<file path="config.mk">
export PLATFORM = sky130hd
export DESIGN_NAME = mem_port_arbiter_flat
export DESIGN_NICKNAME = d
export VERILOG_FILES = /design/src/rtl/mem_port_arbiter_if.sv /design/src/rtl/mem_port_arbiter.sv /design/src/flat_wrapper.sv
export SDC_FILE = /design/constraint.sdc
export NUM_CORES = 1
export LEC_CHECK = 0
export CAP_MARGIN = 15
export CORE_MARGIN = 1
export CORE_UTILIZATION = 46
export DETAILED_ROUTE_END_ITERATION = 8
export PLACE_DENSITY = 0.89
export SLEW_MARGIN = 25
export SYNTH_ARGS = -nofsm -noshare
export SYNTH_HDL_FRONTEND = slang
export SYNTH_SLANG_ARGS = --single-unit
</file>
<file path="constraint.sdc">
create_clock -name clk -period 4.3 [get_ports clk]
set_input_delay 0.43 -clock clk [delete_from_list [all_inputs] [get_ports clk]]
set_output_delay 0.43 -clock clk [all_outputs]
set_load 0.03 [all_outputs]
</file>
<file path="src/rtl/mem_port_arbiter_if.sv">
// Bundle of the fetch port, data port and shared memory port seen by
// mem_port_arbiter. The arbiter uses the slave view; requesters and the
// memory model use the master view.
interface mem_port_arbiter_if;
  // fetch port
  logic        if_req;
  logic [31:0] if_addr;
  logic        if_ready;
  logic [31:0] if_rdata;
  // data port
  logic        dm_req;
  logic        dm_we;
  logic [31:0] dm_addr;
  logic [31:0] dm_wdata;
  logic        dm_ready;
  logic [31:0] dm_rdata;
  logic        addr_err;
  // memory port
  logic        mem_valid;
  logic        mem_we;
  logic [31:0] mem_addr;
  logic [31:0] mem_wdata;
  logic [31:0] mem_rdata;
  logic        mem_ack;

  modport slave (
    input  if_req, if_addr, dm_req, dm_we, dm_addr, dm_wdata, mem_rdata, mem_ack,
    output if_ready, if_rdata, dm_ready, dm_rdata, addr_err,
           mem_valid, mem_we, mem_addr, mem_wdata
  );

  modport master (
    output if_req, if_addr, dm_req, dm_we, dm_addr, dm_wdata, mem_rdata, mem_ack,
    input  if_ready, if_rdata, dm_ready, dm_rdata, addr_err,
           mem_valid, mem_we, mem_addr, mem_wdata
  );
endinterface

</file>
<file path="src/rtl/mem_port_arbiter.sv">
// Single-port memory arbiter shared by an instruction-fetch port and a
// data port. One access is outstanding at a time. The data port normally
// wins, but after STARVE_MAX consecutive data grants with fetch waiting,
// fetch is forced through. Misaligned requests skip memory and complete
// with addr_err.
module mem_port_arbiter #(
  parameter int STARVE_MAX = 4
) (
  input  logic               clk,
  input  logic               rst_n,
  mem_port_arbiter_if.slave  bus
);

  localparam int SW = $clog2(STARVE_MAX + 1);
  localparam logic [SW-1:0] STREAK_MAX = SW'(STARVE_MAX);

  typedef enum logic [1:0] {
    IDLE     = 2'd0,
    GRANT_IF = 2'd1,
    GRANT_DM = 2'd2,
    RESP     = 2'd3
  } state_t;

  state_t      state_reg, state_next;
  logic [SW-1:0] streak_reg;
  logic [31:0] addr_reg;
  logic        we_reg;
  logic [31:0] wdata_reg;
  logic        owner_dm_reg;
  logic        err_reg;
  logic [31:0] if_rdata_reg;
  logic [31:0] dm_rdata_reg;

  logic        if_starved;
  logic        pick_dm;
  logic        pick_if;
  logic        grant;
  logic [31:0] sel_addr;
  logic        misalign;

  // Arbitration, only meaningful while IDLE: fetch wins when starved.
  assign if_starved = bus.if_req && (streak_reg == STREAK_MAX);
  assign pick_dm    = bus.dm_req && !if_starved;
  assign pick_if    = bus.if_req && !pick_dm;
  assign grant      = (state_reg == IDLE) && (pick_dm || pick_if);
  assign sel_addr   = pick_dm ? bus.dm_addr : bus.if_addr;
  assign misalign   = |sel_addr[1:0];

  // State register.
  always_ff @(posedge clk or negedge rst_n) begin
    if (!rst_n) state_reg <= IDLE;
    else        state_reg <= state_next;
  end

  // Next-state logic; misaligned grants jump straight to the response.
  always_comb begin
    state_next = state_reg;
    unique case (state_reg)
      IDLE: begin
        if (pick_dm || pick_if) begin
          if (misalign)     state_next = RESP;
          else if (pick_dm) state_next = GRANT_DM;
          else              state_next = GRANT_IF;
        end
      end
      GRANT_IF, GRANT_DM: begin
        if (bus.mem_ack) state_next = RESP;
      end
      RESP:    state_next = IDLE;
      default: state_next = IDLE;
    endcase
  end

  // Consecutive data-grant counter while fetch is waiting.
  always_ff @(posedge clk or negedge rst_n) begin
    if (!rst_n) begin
      streak_reg <= '0;
    end else if (grant) begin
      if (pick_dm && bus.if_req && streak_reg != STREAK_MAX)
        streak_reg <= streak_reg + 1'b1;
      else if (!(pick_dm && bus.if_req))
        streak_reg <= '0;
    end
  end

  // Latch the winning request so the memory sees a stable payload.
  always_ff @(posedge clk or negedge rst_n) begin
    if (!rst_n) begin
      addr_reg     <= '0;
      we_reg       <= 1'b0;
      wdata_reg    <= '0;
      owner_dm_reg <= 1'b0;
      err_reg      <= 1'b0;
    end else if (grant) begin
      addr_reg     <= sel_addr;
      we_reg       <= pick_dm && bus.dm_we;
      wdata_reg    <= pick_dm ? bus.dm_wdata : 32'd0;
      owner_dm_reg <= pick_dm;
      err_reg      <= misalign;
    end
  end

  // Read-data capture; misaligned requests return zero, stores keep dm_rdata.
  always_ff @(posedge clk or negedge rst_n) begin
    if (!rst_n) begin
      if_rdata_reg <= '0;
      dm_rdata_reg <= '0;
    end else begin
      if (grant && misalign) begin
        if (pick_dm) dm_rdata_reg <= '0;
        else         if_rdata_reg <= '0;
      end
      if (state_reg == GRANT_IF && bus.mem_ack)
        if_rdata_reg <= bus.mem_rdata;
      if (state_reg == GRANT_DM && bus.mem_ack && !we_reg)
        dm_rdata_reg <= bus.mem_rdata;
    end
  end

  // Outputs; memory payload is forced to zero whenever no access is live.
  always_comb begin
    bus.mem_valid = (state_reg == GRANT_IF) || (state_reg == GRANT_DM);
    bus.mem_addr  = bus.mem_valid ? addr_reg : 32'd0;
    bus.mem_we    = (state_reg == GRANT_DM) && we_reg;
    bus.mem_wdata = (state_reg == GRANT_DM) ? wdata_reg : 32'd0;
    bus.if_ready  = (state_reg == RESP) && !owner_dm_reg;
    bus.dm_ready  = (state_reg == RESP) && owner_dm_reg;
    bus.addr_err  = (state_reg == RESP) && err_reg;
    bus.if_rdata  = if_rdata_reg;
    bus.dm_rdata  = dm_rdata_reg;
  end

endmodule

</file>
<file path="src/flat_wrapper.sv">
// flat-port wrapper written by rule: the top's interface ports become plain ports
module mem_port_arbiter_flat 
#(
  parameter int STARVE_MAX = 4
)
  (clk, rst_n, bus_if_req, bus_if_addr, bus_dm_req, bus_dm_we, bus_dm_addr, bus_dm_wdata, bus_mem_rdata, bus_mem_ack, bus_if_ready, bus_if_rdata, bus_dm_ready, bus_dm_rdata, bus_addr_err, bus_mem_valid, bus_mem_we, bus_mem_addr, bus_mem_wdata);
  mem_port_arbiter_if bus_i ();
  input  logic clk;
  input  logic rst_n;
  input wire logic [$bits(bus_i.if_req)-1:0] bus_if_req;
  input wire logic [$bits(bus_i.if_addr)-1:0] bus_if_addr;
  input wire logic [$bits(bus_i.dm_req)-1:0] bus_dm_req;
  input wire logic [$bits(bus_i.dm_we)-1:0] bus_dm_we;
  input wire logic [$bits(bus_i.dm_addr)-1:0] bus_dm_addr;
  input wire logic [$bits(bus_i.dm_wdata)-1:0] bus_dm_wdata;
  input wire logic [$bits(bus_i.mem_rdata)-1:0] bus_mem_rdata;
  input wire logic [$bits(bus_i.mem_ack)-1:0] bus_mem_ack;
  output wire logic [$bits(bus_i.if_ready)-1:0] bus_if_ready;
  output wire logic [$bits(bus_i.if_rdata)-1:0] bus_if_rdata;
  output wire logic [$bits(bus_i.dm_ready)-1:0] bus_dm_ready;
  output wire logic [$bits(bus_i.dm_rdata)-1:0] bus_dm_rdata;
  output wire logic [$bits(bus_i.addr_err)-1:0] bus_addr_err;
  output wire logic [$bits(bus_i.mem_valid)-1:0] bus_mem_valid;
  output wire logic [$bits(bus_i.mem_we)-1:0] bus_mem_we;
  output wire logic [$bits(bus_i.mem_addr)-1:0] bus_mem_addr;
  output wire logic [$bits(bus_i.mem_wdata)-1:0] bus_mem_wdata;
  assign bus_i.if_req = bus_if_req;
  assign bus_i.if_addr = bus_if_addr;
  assign bus_i.dm_req = bus_dm_req;
  assign bus_i.dm_we = bus_dm_we;
  assign bus_i.dm_addr = bus_dm_addr;
  assign bus_i.dm_wdata = bus_dm_wdata;
  assign bus_i.mem_rdata = bus_mem_rdata;
  assign bus_i.mem_ack = bus_mem_ack;
  assign bus_if_ready = bus_i.if_ready;
  assign bus_if_rdata = bus_i.if_rdata;
  assign bus_dm_ready = bus_i.dm_ready;
  assign bus_dm_rdata = bus_i.dm_rdata;
  assign bus_addr_err = bus_i.addr_err;
  assign bus_mem_valid = bus_i.mem_valid;
  assign bus_mem_we = bus_i.mem_we;
  assign bus_mem_addr = bus_i.mem_addr;
  assign bus_mem_wdata = bus_i.mem_wdata;
  mem_port_arbiter #(.STARVE_MAX(STARVE_MAX)) u_core (.clk(clk), .rst_n(rst_n), .bus(bus_i));
endmodule
</file>
==> results.yml, run 1 <==
finish:
  nets: 1012
  areaGrowthSynthToFinish_pct: 52.2
  drive_above_1_share_pct: 9.72
  multi_input_area_mm2: 0.00273
  final_cell_count_no_fill: 1061
  layout.area.seq_mm2: 0.00340
  nFillCells: 922
  diodes: 0
  final_common_cell: "clkdlybuf4s50_1"
  final_cell_mix: "clkdlybuf4s50_1, nand2_1, dfrtp_1, and2_1, a22o_1"
clock_network:
  clock_latency_ns: 0.42
  cts-resized-gates: 0
  cts_buffer_depth: 2
  cts_max_level: 4
  path_clk_slew_ns: 0.06
  postCtsSetupBuffers: 0
  holdBufCountCts: 0
  cts_tree: "done"
  cts-root-buf: "clkbuf_16"
  cts_sinks: 136
  cts_buffers: 17
place:
  dp_cells: 1029
  gp_congestion: 0.826
  port_buffers: 266
  dp_hpwl_mm: 13.1
logic_synthesis:
  ys.flop_type: "dfrtp_1"
  synth.distinct_cells: 39
  synth_nets: 772
  syn_inst: 632
  seq_area_frac_synth_pct: 52.9
  synth_area_per_cell_um2: 10.2
  synth-edff-count: 0
  ys_warn_count: 0
  syn_area_mm2: 0.00643
  ys_async_sr_fraction_pct: 100
  yosys_register_bits: 136
timing:
  setup_viol: 0
  fin_crit_ns: 3.20
  fin_skew_ns: 0.00807
  slew_violations: 0
  tns_ns: 0
  fmax_ghz: 0.313
  final_hold_viol_count: 0
  tightest_slew_ns: 1.03
  relSlewSlack_pct: 31.2
  period_share_pct: 74.3
  rsz0062_at_grt: "false"
worst_setup_path:
  crit_type: "reg2out"
  critPathLaunch: "u_core.state_reg[1]"
  reg2regPathDepth: 5
  timing.rr.start: "u_core.streak_reg[0]"
  cp-end-kind: "output pin"
  path_max_fanout: 37
  arrival_ns: 2.77
  crit_required_ns: 3.87
  start_kind: "flip-flop"
  crit_end: "bus_mem_addr[1]"
  ff2ff_setup_slack_ns: 1.68
  r2r_end: "u_core.err_reg"
floorplan:
  rows: 42
  dieArea_mm2: 0.0145
  chipWidth_um: 120
  coreArea_mm2: 0.0135
  ios: 267
  start_util_pct: 47.8
  die_h_um: 120
detailed_routing:
  drc_errors: 0
  ant_nets: 0
  via_count: 5824
  first_iter_violations: 460
  wirelength_mm: 19.8
  viasPerCell: 5.49
  wl_per_cell_um: 18.6
  dr.pass1.iters: 5
global_routing:
  grtUsageMet3_pct: 6.04
  gr-usage-met1_pct: 33.5
  gr-max-usage-layer: "met2"
  grt_max_degree: 80
  grt_pass1_vias: 5903
  overflow: 0
  antenna_found_initial: 0
  gr-usage-all-layers_pct: 28.1
  grt_use_met2_pct: 47.2
  grt_first_pass_wirelength_mm: 31.1
power:
  p_per_area_mw_per_mm2: 786
  p_int_w: 0.00444
  p_leak_nw: 4.11
  p_sw_share_pct: 42.3
  clkPwrFrac_pct: 19.5
  ir_worst_vdd_mv: 0.429
  p_seq_share_pct: 27.8
  p_switching_w: 0.00326
  total_power_w: 0.00770
  comb_power_share_pct: 52.7
flow_run:
  max-cap-violations: 0
outcome:
  outcome: "finished, final reports clean"
hold_path:
  hold_path.class: "in2async"
==> through the flow <==
stage	utilization [%]	setup slack (ns)	area (um^2)	hold WS (ns)
floorplan	-	2.33	6430	0.134
global route	72.8	0.930	9790	0.0764
finish	72.8	1.10	9790	0.0281
global placement	67.7	1.28	9100	0.471
CTS	72.7	1.08	9790	0.0581
detailed placement	68.2	1.21	9170	0.474
==> cell usage after synthesis, types with 5 or more instances <==
cell type | number | area (um^2)
a22o_1 | 33 | 289
and2_1 | 69 | 432
buf_2 | 11 | 55.1
buf_6 | 9 | 101
clkbuf_1 | 34 | 128
dfrtp_1 | 136 | 3400
ha_1 | 6 | 75.1
inv_1 | 7 | 26.3
nand2_1 | 165 | 619
nand4_1 | 32 | 200
nor2_1 | 5 | 18.8
o211ai_1 | 32 | 240
o21ai_0 | 32 | 160
o2bb2ai_2 | 30 | 450
==> power groups by stage <==
stage	clock network, W	registers, W	logic, W
floorplan	0	0.00256	0.00200
global placement	0	0.00211	0.00393
detailed placement	0	0.00214	0.00404
CTS	0.00152	0.00213	0.00408
global route	0.00159	0.00219	0.00431
finish	0.00150	0.00214	0.00406
==> per-layer routing <==
| metal | routed length [um] | share of wire, % |
|---|---|---|
| met4 | 878 | 4.4 |
| met1 | 7710 | 39 |
| met2 | 10000 | 51 |
| met3 | 1140 | 5.7 |
| met5 | 0 | 0 |
==> worst min path at each step <==
| stage | cells past startpoint | start | end | slack [ns] |
|---|---|---|---|---|
| final | 1 | rst_n | u_core.bus.dm_rdata[15] | 0.03 |
| after global routing | 1 | rst_n | u_core.bus.dm_rdata[15] | 0.08 |
| after CTS | 1 | rst_n | u_core.bus.dm_rdata[1] | 0.06 |
| after detailed placement | 1 | u_core.wdata_reg[26] | u_core.wdata_reg[26] | 0.47 |
| after global placement | 2 | u_core.addr_reg[4] | u_core.addr_reg[4] | 0.47 |
| after floorplan | 0 | rst_n | u_core.addr_reg[0] | 0.13 |
==> worst max-delay path, cell delays in order, from the launching register on <==
cell and delay (ns):
dfrtp_1 0.43, inv_1 0.09, ha_1 0.89, and2_1 0.24, clkdlybuf4s50_1 0.70
==> cells by family (layout without fill, tap and decap cells) <==
| group | count (synthesis) | in the layout | synth area share [%] |
|---|---|---|---|
| buffers and inverters | 64 | 317 | 5.10 |
| flip-flops | 136 | 136 | 52.9 |
| adder cells (fa/ha/maj) | 6 | 6 | 1.17 |
| AND/OR/NAND/NOR | 282 | 282 | 21.1 |
| AO/OA/AOI/OAI | 144 | 144 | 19.7 |
==> final cells by class <==
type	instances	share of cell area (%)
multi-input cells	432	27.9
repair buffers	278	28.6
clock inverters	14	1.76
well taps	176	2.25
inverters	7	0.268
clock buffers	18	4.49
flip-flops and latches	136	34.8
Note: power is estimated with default switching activity, not from simulation.
==> inputs of run 2 (changes only) <==
--- a/config.mk
+++ b/config.mk
@@ -7,9 +7,9 @@
 export LEC_CHECK = 0
 export CAP_MARGIN = 15
 export CORE_MARGIN = 1
-export CORE_UTILIZATION = 46
+export CORE_UTILIZATION = 43
 export DETAILED_ROUTE_END_ITERATION = 8
-export PLACE_DENSITY = 0.89
+export PLACE_DENSITY = 0.84
 export SLEW_MARGIN = 25
 export SYNTH_ARGS = -nofsm -noshare
 export SYNTH_HDL_FRONTEND = slang
==> constraint.sdc (replaced) <==
create_clock -name clk -period 3 [get_ports clk]
set_input_delay 0.3 -clock clk [delete_from_list [all_inputs] [get_ports clk]]
set_output_delay 0.3 -clock clk [all_outputs]
set_load 0.03 [all_outputs]
==> results.yml, run 2 (synthesis gave the netlist of run 1 again) <==
detailed_routing:
  first_iter_violations: 388
  wirelength_mm: 18.7
  dr.pass1.iters: 5
  ant_nets: 0
  wl_per_cell_um: 17.4
  viasPerCell: 5.29
  via_count: 5704
  drc_errors: 0
worst_setup_path:
  crit_required_ns: 2.70
  slowest_stage: "clkdlybuf4s50_1"
  start_kind: "flip-flop"
  cp-end-kind: "output pin"
  path_max_fanout: 37
  arrival_ns: 2.40
  crit_type: "reg2out"
  critPathMaxStageDelay_ns: 0.69
  worstPathCellList: "inv_1, ha_1, buf_4, and2_1, clkdlybuf4s50_1"
place:
  port_buffers: 266
  dp_cells: 1044
  gp_congestion: 0.837
  dp_hpwl_mm: 12.6
finish:
  areaGrowthSynthToFinish_pct: 54.3
  final_common_cell: "clkdlybuf4s50_1"
  nets: 1021
  final_cell_mix: "clkdlybuf4s50_1, nand2_1, dfrtp_1, and2_1, a22o_1"
  post-route-util_pct: 68.0
  diodes: 0
  drive_above_1_share_pct: 10.2
  final_cell_count_no_fill: 1078
floorplan:
  chipWidth_um: 124
  coreArea_mm2: 0.0146
  die_h_um: 124
  dieArea_mm2: 0.0154
  ios: 267
  rows: 44
  start_util_pct: 44.1
flow_run:
  max-cap-violations: 0
clock_network:
  cts_buffer_depth: 2
  postCtsSetupBuffers: 0
  path_clk_slew_ns: 0.06
  cts_tree: "done"
  cts_buffers: 17
  cts-root-buf: "clkbuf_16"
  cts_max_level: 4
  cts_sinks: 136
  clock_latency_ns: 0.42
timing:
  period_share_pct: 90.1
  tightest_slew_ns: 0.666
  tns_ns: 0
  relSlewSlack_pct: 55.6
  fin_hold_ws_ns: 0.441
  fin_skew_ns: 0.00614
  rsz0062_at_grt: "false"
  setup_viol: 0
  fin_crit_ns: 2.70
  slew_violations: 0
  fmax_ghz: 0.370
  final_hold_viol_count: 0
global_routing:
  overflow: 0
  antenna_found_initial: 0
  grt_first_pass_wirelength_mm: 30.4
  grt_pass1_vias: 5715
  gr-usage-all-layers_pct: 25.0
  grt_max_degree: 72
power:
  ir_worst_vdd_mv: 0.637
  p_leak_nw: 4.18
  p_per_area_mw_per_mm2: 1130
outcome:
  outcome: "finished, final reports clean"
hold_path:
  hold_path.class: "in2async"
run 2: changes by cell type in the layout (fill, tap and decap cells not counted), sizes merged:
cell	change
buf	+8
bufinv	+3
clkinv	-1
clkinvlp	-1
dlygate4sd3	+1
inv	-1
run 2: timing repair:
item	CTS	global route
resized for setup	0	0
hold buffers	1	0
endpoints found under the setup margin	0	0
endpoints found under the hold margin	69	0
run 2: path summary, 6_finish.rpt:
check                      slack [ns]                 from  cells past startpoint                 endpoint
max                              0.30  u_core.state_reg[1]                      5         bus_mem_addr[18]
min in group clk                 0.44       bus_if_addr[8]                      3       u_core.addr_reg[8]
min                              0.44                rst_n                      2  u_core.bus.dm_rdata[16]
max in group asynchronous        1.79                rst_n                      3      u_core.addr_reg[19]
max reg2reg                      0.96  u_core.state_reg[1]                      7  u_core.bus.if_rdata[14]
min reg2reg                      0.48       u_core.err_reg                      1           u_core.err_reg
run 2: cell type report:
type                    count  area [um^2]
repair buffers            287         2860
clock buffers              18          439
inverters                   7         26.3
fillers                  1126         4670
multi-input cells         432         2720
flip-flops and latches    136         3400
clock inverters            14          245
well taps                 184          230
run 2: routing by layer:
metal  track usage (%)  part of all wire (%)
met1              30.8                    40
met2              40.9                    50
met3              7.00                   6.3
met4              10.9                   3.3
met5                 0                     0
run 2: metrics by stage:
stage / total power [W] / area [um^2] / setup WS [ns]
finish: 0.0112 / 9920 / 0.298
global route: 0.0118 / 9920 / 0.184
CTS: 0.0113 / 9900 / 0.288
detailed placement: 0.00882 / 9200 / 0.569
global placement: 0.00869 / 9200 / 0.663
floorplan: 0.00653 / 6430 / 1.16
run 2: power by group:
part	switching, W	total (W)	internal (W)	leakage [nW]
sequential	0.000420	0.00305	0.00263	1.73
clock	0.000820	0.00241	0.00159	0.331
combinational	0.00335	0.00578	0.00243	2.12
total	0.00459	0.0112	0.00664	4.18
run 2: critical path: cells and delay by family (launching register included):
kind / cells / cell delay (ns)
buf+inv: 3 / 1.05
flops: 1 / 0.42
fa+ha+maj: 1 / 0.27
simple gates: 1 / 0.22
==> inputs of run 3 (changes only) <==
--- a/config.mk
+++ b/config.mk
@@ -5,6 +5,7 @@
 export SDC_FILE = /design/constraint.sdc
 export NUM_CORES = 1
 export LEC_CHECK = 0
+export ABC_CLOCK_PERIOD_IN_PS = 3000
 export CAP_MARGIN = 15
 export CORE_MARGIN = 1
 export CORE_UTILIZATION = 43
==> results of run 3 <==
No change in the layout: final DEF, timing and power equal those of run 2.
